`src/rtl/expr_pkg.sv`:
```
// Shared constants for the expression-string transmitter: ASCII codes, FSM states, op encoding.
package expr_pkg;

  localparam logic [7:0] CH_0    = 8'h30;
  localparam logic [7:0] CH_PLUS = 8'h2B;
  localparam logic [7:0] CH_STAR = 8'h2A;
  localparam logic [7:0] CH_TERM = 8'h3B;

  localparam logic OP_ADD = 1'b0;
  localparam logic OP_MUL = 1'b1;

  typedef enum logic [1:0] {
    ST_IDLE  = 2'd0,
    ST_DIGIT = 2'd1,
    ST_OP    = 2'd2,
    ST_TERM  = 2'd3
  } state_t;

  function automatic logic [7:0] ascii_digit(input logic [3:0] d);
    return CH_0 + {4'h0, d};
  endfunction

endpackage

```
`src/rtl/expr_tx_req_check.sv`:
```
// Combinational request validation: operand count in range and every used digit is decimal.
module expr_tx_req_check
  import expr_pkg::*;
#(
  parameter int MAX_TERMS = 8
) (
  input  logic [3:0]             num_terms,
  input  logic [4*MAX_TERMS-1:0] digits,
  output logic                   ok
);

  logic [MAX_TERMS-1:0] bad;

  // Fields at or beyond num_terms are don't-care and never flagged.
  for (genvar gi = 0; gi < MAX_TERMS; gi++) begin : g_digit
    assign bad[gi] = (num_terms > 4'(gi)) && (digits[4*gi +: 4] > 4'd9);
  end

  assign ok = (num_terms != 4'd0) && (num_terms <= 4'(MAX_TERMS)) && (bad == '0);

endmodule

```
`src/rtl/expr_tx.sv`:
```
// Serializing transmitter for "d op d op d" ASCII expressions, one byte per ready beat.
// Optional build macro EXPR_TX_TERM_EN appends ';' after the last digit.
module expr_tx
  import expr_pkg::*;
#(
  parameter int MAX_TERMS = 8
) (
  input  logic                   clk,
  input  logic                   clr,
  input  logic                   start,
  input  logic [3:0]             num_terms,
  input  logic [4*MAX_TERMS-1:0] digits,
  input  logic [MAX_TERMS-2:0]   ops,
  input  logic                   ready,
  output logic [7:0]             out,
  output logic                   out_valid,
  output logic                   busy,
  output logic                   done,
  output logic                   err
);

  state_t                 state_reg;
  logic [3:0]             idx_reg;
  logic [3:0]             num_reg;
  logic [4*MAX_TERMS-1:0] digits_reg;
  logic [MAX_TERMS-2:0]   ops_reg;
  logic [7:0]             out_reg;
  logic                   out_valid_reg;
  logic                   busy_reg;
  logic                   done_reg;
  logic                   err_reg;

  logic       req_ok;
  logic       xfer;
  logic       last_term;
  logic       cur_op;
  logic [3:0] next_digit;

  expr_tx_req_check #(.MAX_TERMS(MAX_TERMS)) u_req_check (
    .num_terms (num_terms),
    .digits    (digits),
    .ok        (req_ok)
  );

  always_comb begin
    xfer       = out_valid_reg && ready;
    last_term  = (idx_reg == num_reg - 4'd1);
    cur_op     = OP_ADD;
    next_digit = 4'd0;
    for (int i = 0; i < MAX_TERMS - 1; i++) begin
      if (idx_reg == 4'(i)) cur_op = ops_reg[i];
    end
    // Digit that follows the operator currently on the wire.
    for (int i = 0; i < MAX_TERMS; i++) begin
      if (idx_reg + 4'd1 == 4'(i)) next_digit = digits_reg[4*i +: 4];
    end
  end

  always_ff @(posedge clk) begin
    if (clr) begin
      state_reg     <= ST_IDLE;
      idx_reg       <= 4'd0;
      num_reg       <= 4'd0;
      digits_reg    <= '0;
      ops_reg       <= '0;
      out_reg       <= 8'h00;
      out_valid_reg <= 1'b0;
      busy_reg      <= 1'b0;
      done_reg      <= 1'b0;
      err_reg       <= 1'b0;
    end else begin
      done_reg <= 1'b0;
      err_reg  <= 1'b0;
      case (state_reg)
        ST_IDLE: begin
          if (start) begin
            if (req_ok) begin
              digits_reg    <= digits;
              ops_reg       <= ops;
              num_reg       <= num_terms;
              idx_reg       <= 4'd0;
              state_reg     <= ST_DIGIT;
              out_reg       <= ascii_digit(digits[3:0]);
              out_valid_reg <= 1'b1;
              busy_reg      <= 1'b1;
            end else begin
              err_reg <= 1'b1;
            end
          end
        end
        ST_DIGIT: begin
          if (xfer) begin
            if (last_term) begin
`ifdef EXPR_TX_TERM_EN
              state_reg <= ST_TERM;
              out_reg   <= CH_TERM;
`else
              state_reg     <= ST_IDLE;
              out_reg       <= 8'h00;
              out_valid_reg <= 1'b0;
              busy_reg      <= 1'b0;
              done_reg      <= 1'b1;
`endif
            end else begin
              state_reg <= ST_OP;
              out_reg   <= (cur_op == OP_MUL) ? CH_STAR : CH_PLUS;
            end
          end
        end
        ST_OP: begin
          if (xfer) begin
            idx_reg   <= idx_reg + 4'd1;
            state_reg <= ST_DIGIT;
            out_reg   <= ascii_digit(next_digit);
          end
        end
`ifdef EXPR_TX_TERM_EN
        ST_TERM: begin
          if (xfer) begin
            state_reg     <= ST_IDLE;
            out_reg       <= 8'h00;
            out_valid_reg <= 1'b0;
            busy_reg      <= 1'b0;
            done_reg      <= 1'b1;
          end
        end
`endif
        default: begin
          state_reg     <= ST_IDLE;
          out_reg       <= 8'h00;
          out_valid_reg <= 1'b0;
          busy_reg      <= 1'b0;
        end
      endcase
    end
  end

  assign out       = out_reg;
  assign out_valid = out_valid_reg;
  assign busy      = busy_reg;
  assign done      = done_reg;
  assign err       = err_reg;

endmodule
```
`config.mk`:
```
export PLATFORM = sky130hd
export DESIGN_NAME = expr_tx
export DESIGN_NICKNAME = d
export VERILOG_FILES = /design/src/rtl/expr_pkg.sv /design/src/rtl/expr_tx_req_check.sv /design/src/rtl/expr_tx.sv
export SDC_FILE = /design/constraint.sdc
export NUM_CORES = 1
export LEC_CHECK = 0
export CORE_AREA = 2 2 79 89
export DETAILED_ROUTE_END_ITERATION = 16
export DIE_AREA = 0 0 81 91
export GPL_ROUTABILITY_DRIVEN = 1
export HOLD_SLACK_MARGIN = 0.15
export PLACE_DENSITY = 0.87
export SYNTH_ARGS = -nofsm -noshare
export SYNTH_HDL_FRONTEND = slang
export SYNTH_SLANG_ARGS = --single-unit
```
`constraint.sdc`:
```
create_clock -name clk -period 1.9 [get_ports clk]
set_clock_uncertainty 0.1 [all_clocks]
set_input_delay 0.19 -clock clk [delete_from_list [all_inputs] [get_ports clk]]
set_output_delay 0.19 -clock clk [all_outputs]
set_load 0.005 [all_outputs]
```
==> results.toml <==
[critical_path]
cp_slowest_stage_delay_ps = 440
cp.arrival_ps = 2340
slowest_stage = "a311oi_1"
path_max_fanout = 8
crit_path_end_kind = "flop"
startpoint_type = "flop"
required_ps = 2030
critPathBufInv = 1
crit_type = "flop to flop"
path_cells = "ha_2, buf_4, or3_4, a21oi_1, o22ai_1, a311oi_1, nor3_1"
cp_top_family = "compound AO/OA/AOI/OAI gates"

[finish]
final_nets = 513
final_cells = 545
layout_common_cells = "nor2_1 (57), dfxtp_1 (52), buf_4 (51), clkdlybuf4s50_1 (42), mux2i_1 (41)"
insertedDiodeCount = 0
fin_util_pct = 73.8
largest_reg_flops = 32
layout_commonest_cell = "nor2_1"
drive_above_1_share_pct = 31.1
area_delta_synth_final_pct = 59.7

[timing]
rsz0062_at_grt = "true"
tightest_slew_ps = 577
relSlewSlack_pct = 61.1
tns_ps = -1250
fin_crit_ps = 2210
fin_crit_sh_pct = 116
setup-violations-final = 33
hold_viol = 0
timing.fmax_mhz = 452
whs_ps = 93.5
worst_slack_ps = -311
drv_slew = 0

[floorplan]
num_rows = 31
die_area_mm2 = 0.00737
core_area_mm2 = 0.00644
die_w_um = 81
io_pins = 59
initial_core_util_pct = 46.2
die_h_um = 91

[pwr]
swShare_pct = 24.7
p_int_uw = 2100
switchingPower_uw = 691
power_density_mw_per_mm2 = 588
seqPwrFrac_pct = 44.1
p_comb_share_pct = 14.2
clkPwrFrac_pct = 41.7
p_leak_uw = 0.00212
max-vdd-ir-drop_v = 0.000408

[placement]
dpl.cell_count = 503
gp_congestion = 0.941
port_buffers = 56
place_ws_ps = -554
dp_hpwl_mm = 6.00

[clock_network]
htreeDepth = 3
root_buffer = "clkbuf_8"
cts.sinks = 57
clk_path_buf_depth = 2
clk_latency_ps = 360
clk_pin_slew_ps = 70
numCtsBuffers = 9
cts_tree = "done"

[global_route]
grt_util_met3_pct = 5.57
first_global_vias = 2838
track_usage_pct = 23.4
antenna_found_initial = 0
top_usage_layer = "met2"
use_met2_pct = 37.4
grt_start_max_net_pins = 27
grt_overflow = 0
grt_use_met1_pct = 28.4
grt_pass1_wl_mm = 13.4

[run_status]
outcome = "finished, violations left"
violations = "setup timing"

[drt]
vias_per_cell = 6.06
via_count = 3303
drt_iter0_drc = 357
first_pass_iters = 6
drc_errors = 0
wirelength_mm = 10.7
postRouteAntennaNets = 0
wl_per_cell_um = 19.7

[logic_synthesis]
synth_cell_types = 45
async_reset_ff_share_pct = 0
syn_avg_cell_area_um2 = 8.63
yosysSeqAreaShare_pct = 38.3
ys_ff_latch = 57
synthFlopType = "dfxtp_1"
synth_edf_count = 0
synth_cells = 345
netlist_area_mm2 = 0.00298
yosys_warnings = 0

[min_path]
hold_class = "primary input to flop"

[job]
maxCapViolations = 0
[metrics by stage]
step	total power, µW	cell area (µm²)
floorplan	1380	3020
global placement	1560	3900
detailed placement	1560	3900
CTS	2690	4230
global route	2860	4750
finish	2790	4750
[path summary, 6_finish.rpt]
check        cells after the start  slack, ps              to       start
min                              3         90  digits_reg[14]  digits[14]
min reg2reg                      2        400          out[5]      out[5]
max reg2reg                      7       -310          out[3]  idx_reg[1]
max                              7       -310          out[3]  idx_reg[1]
[Yosys cell counts, types with 2 or more instances]
library cell  number  area share [%]
o2111ai_1          3            0.88
nor2_1            59             7.4
buf_2              2            0.34
nand2_1           10             1.3
a22oi_1            6             1.5
and2_1             2            0.42
o211ai_1           3            0.76
nand3_1            9             1.5
o21bai_1           2            0.50
a221o_1            4             1.3
a211oi_1           6             1.5
buf_6              4             1.5
and3_1             2            0.42
nand4_1            2            0.42
clkbuf_1          16             2.0
a31oi_1            3            0.63
a21oi_1           20             3.4
nor2b_1            2            0.42
mux2i_1           46              15
a221oi_1           5             1.5
o21ai_0           13             2.2
nor3_1             7             1.2
a211o_1            2            0.59
buf_4              4             1.0
xnor2_1            6             1.8
ha_1               7             2.9
dfxtp_1           57              38
a311oi_1           4             1.2
inv_1             20             2.5
o22ai_1            4            0.84
[area by class of cell]
class	instances	area, µm²
well taps	82	103
repair buffers	128	1260
inverters	20	77.6
fillers	413	1680
multi-input cells	243	1970
clock inverters	3	40.0
flip-flops and latches	57	1150
clock buffers	12	155
[cell families (layout without fill, tap and decap cells)]
family	count (synthesis)	count (layout)	share of synthesized area, %
muxes	46	46	15.5
xor gates and xnor gates	6	6	1.77
AOI/OAI and AO/OA	82	83	19.1
DFF	57	57	38.3
adders and majority gates	7	7	2.94
buffers and inverters	47	163	7.52
and+or+nand+nor	99	99	14.8
other	1	2	0.126
[power by group through the flow]
stage	Sequential [µW]	Clock, µW	Combinational (µW)
finish	1230	1170	396
global route	1230	1210	416
CTS	1230	1140	318
detailed placement	1260	0	305
global placement	1260	0	298
floorplan	1250	0	125
[what timing repair did]
item | CTS | global route
pin swaps | 9 | 23
endpoints found under the setup margin | 54 | 55
hold buffers | 2 | 6
resized for setup | 24 | 77
cloned | 1 | 5
endpoints found under the hold margin | 7 | 6
setup buffers | 2 | 11
[worst register-to-register path: cells and delay by family, from the launching register on]
family          cells  cell delay [ps]
flops               1              390
compound gates      3              800
fa+ha+maj           1              210
simple gates        2              450
buf+inv             1              150
[metal layers]
layer,share of wire (%),wire [µm],vias to the layer above
li1,-,-,1474
met1,37,3970,1545
met2,49,5300,211
met3,7.9,844,73
met4,5.9,633,0
met5,0,0,-
Note: power is estimated with default switching activity, not from simulation.
